File: src/rtl/stack_controller.sv
// -----------------------------------------------------------------------------
// stack_controller
//
// Owns the stack pointer of the 16-bit core and converts push / pop / peek /
// load-SP requests from the control unit into single-port data-memory accesses.
// The stack is empty-descending: SP addresses the next free slot, so a push
// writes at SP and then decrements, and a pop reads at SP+1 and then increments.
// Overflow and underflow are reported and made sticky instead of touching memory.
//
// Ports
//   clk              clock, all state on the rising edge
//   reset            asynchronous, active-high
//   req_valid_i      request present
//   req_op_i  [1:0]  00 PUSH, 01 POP, 10 PEEK, 11 LOAD_SP
//   req_data_i[15:0] push data, or new SP for LOAD_SP
//   req_ready_o      high only while idle; accept = req_valid_i & req_ready_o
//   rsp_valid_o      one-cycle pulse per accepted request
//   rsp_data_o[15:0] popped/peeked word, or SP after the op for PUSH/LOAD_SP
//   rsp_err_o        qualifies rsp_valid_o: request rejected
//   mem_req_o        memory request, held until mem_ack_i
//   mem_we_o         1 write, 0 read
//   mem_addr_o[15:0] access address
//   mem_wdata_o[15:0] write data
//   mem_ack_i        memory completes the access on this edge
//   mem_rdata_i[15:0] read data, valid with mem_ack_i
//   sp_o      [15:0] current stack pointer
//   err_overflow_o   sticky push-overflow flag
//   err_underflow_o  sticky pop/peek-underflow flag
// -----------------------------------------------------------------------------
module stack_controller #(
    parameter logic [15:0] SP_RESET    = 16'hFFFF,
    parameter logic [15:0] STACK_LIMIT = 16'hFF00
) (
    input  logic        clk,
    input  logic        reset,
    input  logic        req_valid_i,
    input  logic [1:0]  req_op_i,
    input  logic [15:0] req_data_i,
    output logic        req_ready_o,
    output logic        rsp_valid_o,
    output logic [15:0] rsp_data_o,
    output logic        rsp_err_o,
    output logic        mem_req_o,
    output logic        mem_we_o,
    output logic [15:0] mem_addr_o,
    output logic [15:0] mem_wdata_o,
    input  logic        mem_ack_i,
    input  logic [15:0] mem_rdata_i,
    output logic [15:0] sp_o,
    output logic        err_overflow_o,
    output logic        err_underflow_o
);

    localparam logic [1:0] OP_PUSH    = 2'b00;
    localparam logic [1:0] OP_POP     = 2'b01;
    localparam logic [1:0] OP_PEEK    = 2'b10;
    localparam logic [1:0] OP_LOAD_SP = 2'b11;

    typedef enum logic [1:0] {
        S_IDLE = 2'b00,
        S_MEM  = 2'b01,
        S_RESP = 2'b10
    } state_t;

    state_t      state_q,     state_d;
    logic [1:0]  op_q,        op_d;
    logic [15:0] sp_q,        sp_d;
    logic [15:0] rsp_data_q,  rsp_data_d;
    logic        rsp_err_q,   rsp_err_d;
    logic        mem_we_q,    mem_we_d;
    logic [15:0] mem_addr_q,  mem_addr_d;
    logic [15:0] mem_wdata_q, mem_wdata_d;
    logic        err_ovf_q,   err_ovf_d;
    logic        err_udf_q,   err_udf_d;

    always_ff @(posedge clk or posedge reset) begin
        if (reset) begin
            state_q     <= S_IDLE;
            op_q        <= OP_PUSH;
            sp_q        <= SP_RESET;
            rsp_data_q  <= 16'h0000;
            rsp_err_q   <= 1'b0;
            mem_we_q    <= 1'b0;
            mem_addr_q  <= 16'h0000;
            mem_wdata_q <= 16'h0000;
            err_ovf_q   <= 1'b0;
            err_udf_q   <= 1'b0;
        end else begin
            state_q     <= state_d;
            op_q        <= op_d;
            sp_q        <= sp_d;
            rsp_data_q  <= rsp_data_d;
            rsp_err_q   <= rsp_err_d;
            mem_we_q    <= mem_we_d;
            mem_addr_q  <= mem_addr_d;
            mem_wdata_q <= mem_wdata_d;
            err_ovf_q   <= err_ovf_d;
            err_udf_q   <= err_udf_d;
        end
    end

    always_comb begin
        state_d     = state_q;
        op_d        = op_q;
        sp_d        = sp_q;
        rsp_data_d  = rsp_data_q;
        rsp_err_d   = rsp_err_q;
        mem_we_d    = mem_we_q;
        mem_addr_d  = mem_addr_q;
        mem_wdata_d = mem_wdata_q;
        err_ovf_d   = err_ovf_q;
        err_udf_d   = err_udf_q;

        case (state_q)
            S_IDLE: begin
                if (req_valid_i) begin
                    op_d = req_op_i;
                    case (req_op_i)
                        OP_PUSH: begin
                            if (sp_q == STACK_LIMIT) begin
                                // Rejected: report, but leave memory and SP untouched.
                                state_d    = S_RESP;
                                rsp_err_d  = 1'b1;
                                rsp_data_d = sp_q;
                                err_ovf_d  = 1'b1;
                            end else begin
                                state_d     = S_MEM;
                                mem_we_d    = 1'b1;
                                mem_addr_d  = sp_q;
                                mem_wdata_d = req_data_i;
                            end
                        end
                        OP_POP, OP_PEEK: begin
                            // Underflow check comes first, so sp_q+1 never wraps.
                            if (sp_q == SP_RESET) begin
                                state_d    = S_RESP;
                                rsp_err_d  = 1'b1;
                                rsp_data_d = sp_q;
                                err_udf_d  = 1'b1;
                            end else begin
                                state_d    = S_MEM;
                                mem_we_d   = 1'b0;
                                mem_addr_d = sp_q + 16'd1;
                            end
                        end
                        default: begin
                            // LOAD_SP takes effect on the accept edge.
                            state_d    = S_RESP;
                            sp_d       = req_data_i;
                            rsp_data_d = req_data_i;
                            rsp_err_d  = 1'b0;
                        end
                    endcase
                end
            end
            S_MEM: begin
                if (mem_ack_i) begin
                    state_d   = S_RESP;
                    rsp_err_d = 1'b0;
                    case (op_q)
                        OP_PUSH: begin
                            sp_d       = sp_q - 16'd1;
                            rsp_data_d = sp_q - 16'd1;
                        end
                        OP_POP: begin
                            sp_d       = sp_q + 16'd1;
                            rsp_data_d = mem_rdata_i;
                        end
                        default: begin
                            rsp_data_d = mem_rdata_i;
                        end
                    endcase
                end
            end
            S_RESP: begin
                state_d = S_IDLE;
            end
            default: begin
                state_d = S_IDLE;
            end
        endcase
    end

    assign req_ready_o     = (state_q == S_IDLE);
    assign rsp_valid_o     = (state_q == S_RESP);
    assign mem_req_o       = (state_q == S_MEM);
    assign rsp_data_o      = rsp_data_q;
    assign rsp_err_o       = rsp_err_q;
    assign mem_we_o        = mem_we_q;
    assign mem_addr_o      = mem_addr_q;
    assign mem_wdata_o     = mem_wdata_q;
    assign sp_o            = sp_q;
    assign err_overflow_o  = err_ovf_q;
    assign err_underflow_o = err_udf_q;

endmodule

File: config.mk
export PLATFORM = sky130hd
export DESIGN_NAME = stack_controller
export DESIGN_NICKNAME = d
export VERILOG_FILES = /design/src/rtl/stack_controller.sv
export SDC_FILE = /design/constraint.sdc
export NUM_CORES = 1
export LEC_CHECK = 0
export ABC_AREA = 1
export CAP_MARGIN = 15
export CORE_MARGIN = 10
export CORE_UTILIZATION = 55
export CTS_CLUSTER_SIZE = 16
export DETAILED_ROUTE_END_ITERATION = 12
export PLACE_DENSITY = 0.87
export REMOVE_ABC_BUFFERS = 1
export SYNTH_ARGS = -nofsm -noshare
export SYNTH_HDL_FRONTEND = slang
export SYNTH_SLANG_ARGS = --single-unit
File: constraint.sdc
create_clock -name clk -period 5.6 [get_ports clk]
set_clock_uncertainty 0.15 [all_clocks]
set_input_delay 1.12 -clock clk [delete_from_list [all_inputs] [get_ports clk]]
set_output_delay 1.12 -clock clk [all_outputs]
set_load 0.01 [all_outputs]
**Yosys cells after proc, flatten, opt, wreduce, memory -nomap -nowiden**

Index checks and enable logic that the tools add are counted.

- Register bits after elaboration: 72
- Output and inout port bits: 71
- Word-level logic and storage cells: 73
- Input port bits: 38

- Mux-type cells: 30
- Bitwise gates (word level): 1
- Reductions and logical operators: 15
- Eq/ne operators: 15
- Add/sub/neg operators: 2

Operators by type and width:

| cell | count |
|---|---|
| $mux 16 | 10 |
| $pmux 16 s2 | 5 |
| $eq 16x16->1 const B | 2 |
| $add 16x1->16 const B | 1 |
| $sub 16x1->16 const B | 1 |
| $reduce_and 5->1 | 3 |
| $reduce_and 4->1 | 3 |
| $mux 2 | 4 |
| $ne 2x2->1 const B | 4 |
| $pmux 2 s2 | 2 |
| $eq 2x1->1 const B | 3 |
| $logic_not 2->1 | 3 |
| $mux 1 | 6 |
| $ne 3x3->1 const B | 2 |
| $pmux 1 s2 | 3 |
| $eq 2x2->1 const B | 2 |
| $reduce_and 2->1 | 2 |
| $reduce_bool 2->1 | 2 |
| $ne 3x1->1 const B | 1 |
| $reduce_or 3->1 | 1 |
| $ne 2x1->1 const B | 1 |
| $reduce_or 2->1 | 1 |
| $not 1->1 | 1 |

**Longest topological paths before layout**

- Depth in word-level cells: 5
- Mapped depth: 14

**Worst setup path after synthesis**

Ideal clock, no wire load.

- Path type: input-to-reg
- Start: in req_op_i[0]
- End: reg mem_addr_q[0] (netlist: mem_addr_o[0])
- Cell stages on the path: 9
- Data required time: 5.330 ns
- Path buffers: 2
- Path slack: 3.044 ns
- Arrival: 2.285 ns
- Cell sequence: inv_1 -> ha_1 -> clkbuf_1 -> o21ai_0 -> nor2_4 -> inv_4 -> buf_6 -> nand2_1 -> nand2_1

- Word-level cells in the longest chain between the ends: 4
- Elaborated cells on any way between the ends: 9
- Those cells by class: eq/ne: 4; mux: 1; reduce/logical: 4

Ends and longest elaborated chain:

| item | RTL line | RTL |
|---|---|---|
| start: declaration | 37 | `input logic [1:0] req_op_i,` |
| $eq 2x1->1 or $eq 2x2->1 (tied branches) | 118 | `case (req_op_i)` |
| $reduce_or 2->1 | 118 |  |
| $ne 2x2->1 (no source line) or $reduce_bool 2->1 (tied branches) | -- |  |
| $reduce_and 5->1 (no source line) | -- |  |
| end signal: assignment | 95 | `mem_addr_q <= mem_addr_d;` |
| end: declaration | 71 | `logic [15:0] mem_addr_q, mem_addr_d;` |

Parallel ways exist; a longest one is shown, timed or not.
A chain may end at the register's enable or synchronous reset.

**Worst setup path in the final report**

- Start: in req_op_i[1]
- End: reg sp_q[4] (netlist: sp_o[4])

- Word-level cells in the longest chain between the ends: 4
- Elaborated cells on any way between the ends: 6
- Those cells by class: eq/ne: 3; reduce/logical: 3

Ends and longest elaborated chain:

| item | RTL line | RTL |
|---|---|---|
| $eq 2x1->1, or another cell as far along | 118 |  |
| $reduce_or 3->1 (no source line) * | -- |  |
| $ne 2x2->1 (no source line) * | -- |  |
| $reduce_and 5->1 (no source line) * | -- |  |
| end signal: assignment | 91 | `sp_q <= sp_d;` |
| end: declaration | 67 | `logic [15:0] sp_q, sp_d;` |

Mark *: on every way between the ends. The rest lies on a longest branch, timed or not.

==> metrics.md <==
| Metric | Value |
|---|---|
| CTS tree | built |
| Worst skew pair latency | 350 ps |
| Kind of cell adding the most delay to the critical path | buffers and inverters |
| Global-route wire length before repair | 25170 um |
| Startpoint class of the critical path | primary input |
| Leak pwr | 2.844 nW |
| Critical Path RT | 5710 ps |
| Synth top area share | 29.67% |
| Warnings from Yosys | 0 |
| Post-route insts no fill | 892 |
| Mapped Cells | 699 |
| Util after Layout | 71.43% |
| Synth async-reset ratio | 100.0% |
| Final hold vios | 0 |
| Clock-pin slew on the worst setup and hold paths | 80 ps |
| Highest Signal Layer | met4 |
| Placed Instance Area | 5715 um2 |
| Met3 WL | 1170 um |
| Yosys cell types | 32 |
| CP max stage delay | 710 ps |
| Most used DFF post-synth | dfrtp_1 |
| Area delta synth->final | 25.51% |
| Post-CTS Resized | 0 |
| Final worst slack | 1777 ps |
| Core area | 8299 um2 |
| WHS Path Cells | 2 |
| Setup TNS | 0 ps |
| Clk sink count | 72 |
| Worst-Margin Slew | 980.0 ps |
| Period Utilization, post-route | 68.27% |
| Placed Cells | 875 |
| Setup Crit Path Kind | in2reg |
| Final nets | 825 |
| Final setup viols | 0 |
| Yosys reg bits | 72 |
| DP Worst Slack | 1469 ps |
| Comb pwr share | 55.5% |
| Routed len/inst | 17.39 um |
| Hold Worst Slack | 327.1 ps |
| DRC viols | 0 |
| Htree depth | 3 |
| Number of input and output port buffers inserted | 108 |
| Share of layout cells above drive strength 1 | 8.132% |
| ANT nets after route | 0 |
| Crit path depth | 7 |
| Deepest clock path buffer count | 2 |
| Wl on met1 | 6354 um |
| Crit path cell chain | clkdlybuf4s50_1 -> ha_1 -> inv_1 -> o21ai_1 -> inv_2 -> nor2_1 -> a22oi_1 |
| Antenna violations before repair | 0 |
| Final WL | 15510 um |
| Power Internal | 1.858 mW |
| Slowest-stage cell, CP | ha_1 |
| Crit Path Max Fanout | 22 |
| Largest net degree at the start of global routing | 47 |
| Post-synth EDFFs | 0 |
| CP bufs+invs | 3 |
| Root Buffer | clkbuf_8 |
| Sequential-to-total area share from yosys stat | 38.57% |
| RSZ-0062 raised after global routing | false |
| Drt pass-1 iters | 6 |
| Die height | 112.7 um |
| MaxCap Viol Count | 0 |
| Post-synth top area cell | dfrtp_1 |
| Met2 wire length | 7464 um |
| I/O pin count | 109 |
| Switching share of power | 46.50% |
| Hpwl dp | 11330 um |
| Top cells by area, synth | dfrtp_1 (30%), nand2_1 (17%), dfstp_2 (8.9%) |
| Power Dens Cells | 585.8 nW/um2 |
| Worst setup EP type | flip-flop |
| Clk network pwr share | 12.4% |
| DRT iter0 DRCs | 337 |
| Setup bufs post-CTS | 0 |
| CP arrival | 3930 ps |
| Max-slew violations | 0 |
| Sw Pwr | 1.615 mW |
| Avg Cell Area, Syn | 6.757 um2 |
| DR vias/cell | 5.613 |
| Finished Cell Area | 5928 um2 |
| Die width | 112.7 um |
| # fillers | 682 |
| Area of the mapped netlist | 4723 um2 |
| Vias in the first global route | 4993 |
| Hold-fix buffers, CTS | 0 |
| Row count | 33 |
| Min cycle time layout | 3823 ps |
| Total GRT Usage | 23.97% |
| Worst R2R Path Depth | 8 |
| Final GP Congestion | 0.9259 |
| Reg power frac | 32.1% |
| Die Footprint | 12690 um2 |
| Grt total ovfl | 0 |
| Tot Pwr | 3.473 mW |
| Worst Hold Class | reg2reg |
| Antenna Cells | 0 |
| Status | finished clean |
| Worst rel slew slack | 34.57% |
| TritonCTS Buffers | 9 |
| F_max | 261.6 MHz |
| DR vias | 5007 |
| VDD IR max | 0.0004003 V |
| Initial core utilization | 56.91% |
flip-flops by register name (all words and copies together) (netlist names):
name	cells
sp_o	16
mem_we_o	1
err_underflow_o	1
err_overflow_o	1
state_q	2
mem_addr_o	16
rsp_data_o	16
op_q	2
rsp_err_o	1
mem_wdata_o	16
power by group through the flow:
stage                     clock network (mW)  registers, mW  logic [mW]
after CTS                              0.436           1.10        1.92
after detailed placement                   0           1.11        1.90
after global routing                   0.456           1.14        2.14
after floorplan                            0           1.15       0.952
after global placement                     0           1.10        1.85
final                                  0.430           1.12        1.93
tightest hold or removal path, cell delays in order (launching register included):
cell,delay [ps]
dfrtp_1,340
nand2_1,50
nand2_1,50
layer usage:
metal,vias up,global-route usage [%]
li1,2390,-
met1,2355,27.94
met2,220,40.71
met3,42,6.017
met4,0,10.41
met5,-,0
worst paths after layout:
check / slack [ps] / startpoint / endpoint
min reg2reg: 330 / mem_addr_o[10] / mem_addr_o[10]
max reg2reg: 3030 / state_q[0] / sp_o[4]
max in group asynchronous: 3240 / reset / err_overflow_o
max: 1780 / req_op_i[1] / sp_o[4]
min in group asynchronous: 1150 / reset / rsp_data_o[1]
min: 330 / mem_addr_o[10] / mem_addr_o[10]
cell families after synthesis:
kind of cell    after synthesis  share of synthesized area, %
compound gates              114                         12.90
buf+inv                     105                         10.46
xor+xnor                      8                         1.484
simple gates                395                         35.26
flops                        72                         38.57
fa+ha+maj                     5                         1.325
cell type report:
type                       count  area [um2]  area share [%]
timing repair buffer         112        1119           18.87
multi-input combinational    522        2407           40.61
clock buffer                  11       141.4           2.385
sequential                    72        1822           30.73
clock inverter                 5       56.30          0.9498
inverter                      65       251.5           4.242
tap                          105       131.4           2.216
synthesized netlist by cell type (2+ instances only):
| master | n |
|---|---|
| nand2_1 | 211 |
| nor2_1 | 97 |
| o21ai_0 | 62 |
| nand3_1 | 61 |
| inv_1 | 58 |
| dfrtp_1 | 56 |
| a21oi_1 | 26 |
| dfstp_2 | 16 |
| clkbuf_1 | 14 |
| o22ai_1 | 12 |
| buf_2 | 10 |
| buf_4 | 8 |
| nand2_2 | 8 |
| xor2_1 | 8 |
| a22oi_1 | 6 |
| nor2_4 | 6 |
| buf_6 | 5 |
| ha_1 | 5 |
| inv_2 | 5 |
| nand4_1 | 5 |
| o21ai_1 | 5 |
| nor2_2 | 4 |
| nand2_4 | 2 |
cell usage in the layout, fill, tap and decap left out:
master | netlist | layout
inv_4 | 1 | 1
clkbuf_8 | 0 | 10
clkbuf_1 | 14 | 1
o31ai_1 | 1 | 1
o21ai_1 | 5 | 5
bufinv_16 | 0 | 1
clkdlybuf4s50_1 | 0 | 108
nand3b_1 | 1 | 1
xor2_1 | 8 | 8
nor2_4 | 6 | 6
nand2_1 | 211 | 211
clkinvlp_4 | 0 | 1
nand2_2 | 8 | 8
o21ai_0 | 62 | 62
a22oi_1 | 6 | 6
inv_1 | 58 | 57
buf_4 | 8 | 3
clkinv_2 | 0 | 2
o21bai_1 | 1 | 1
inv_6 | 1 | 2
dfstp_2 | 16 | 16
nand4_1 | 5 | 5
nand3_1 | 61 | 61
nand2_4 | 2 | 2
buf_8 | 1 | 1
inv_2 | 5 | 6
o22ai_1 | 12 | 12
a21oi_1 | 26 | 26
nor2_2 | 4 | 4
nor2_1 | 97 | 97
o21ai_2 | 1 | 1
ha_1 | 5 | 5
dfrtp_1 | 56 | 56
No activity file was read; power rests on OpenSTA's default activity.
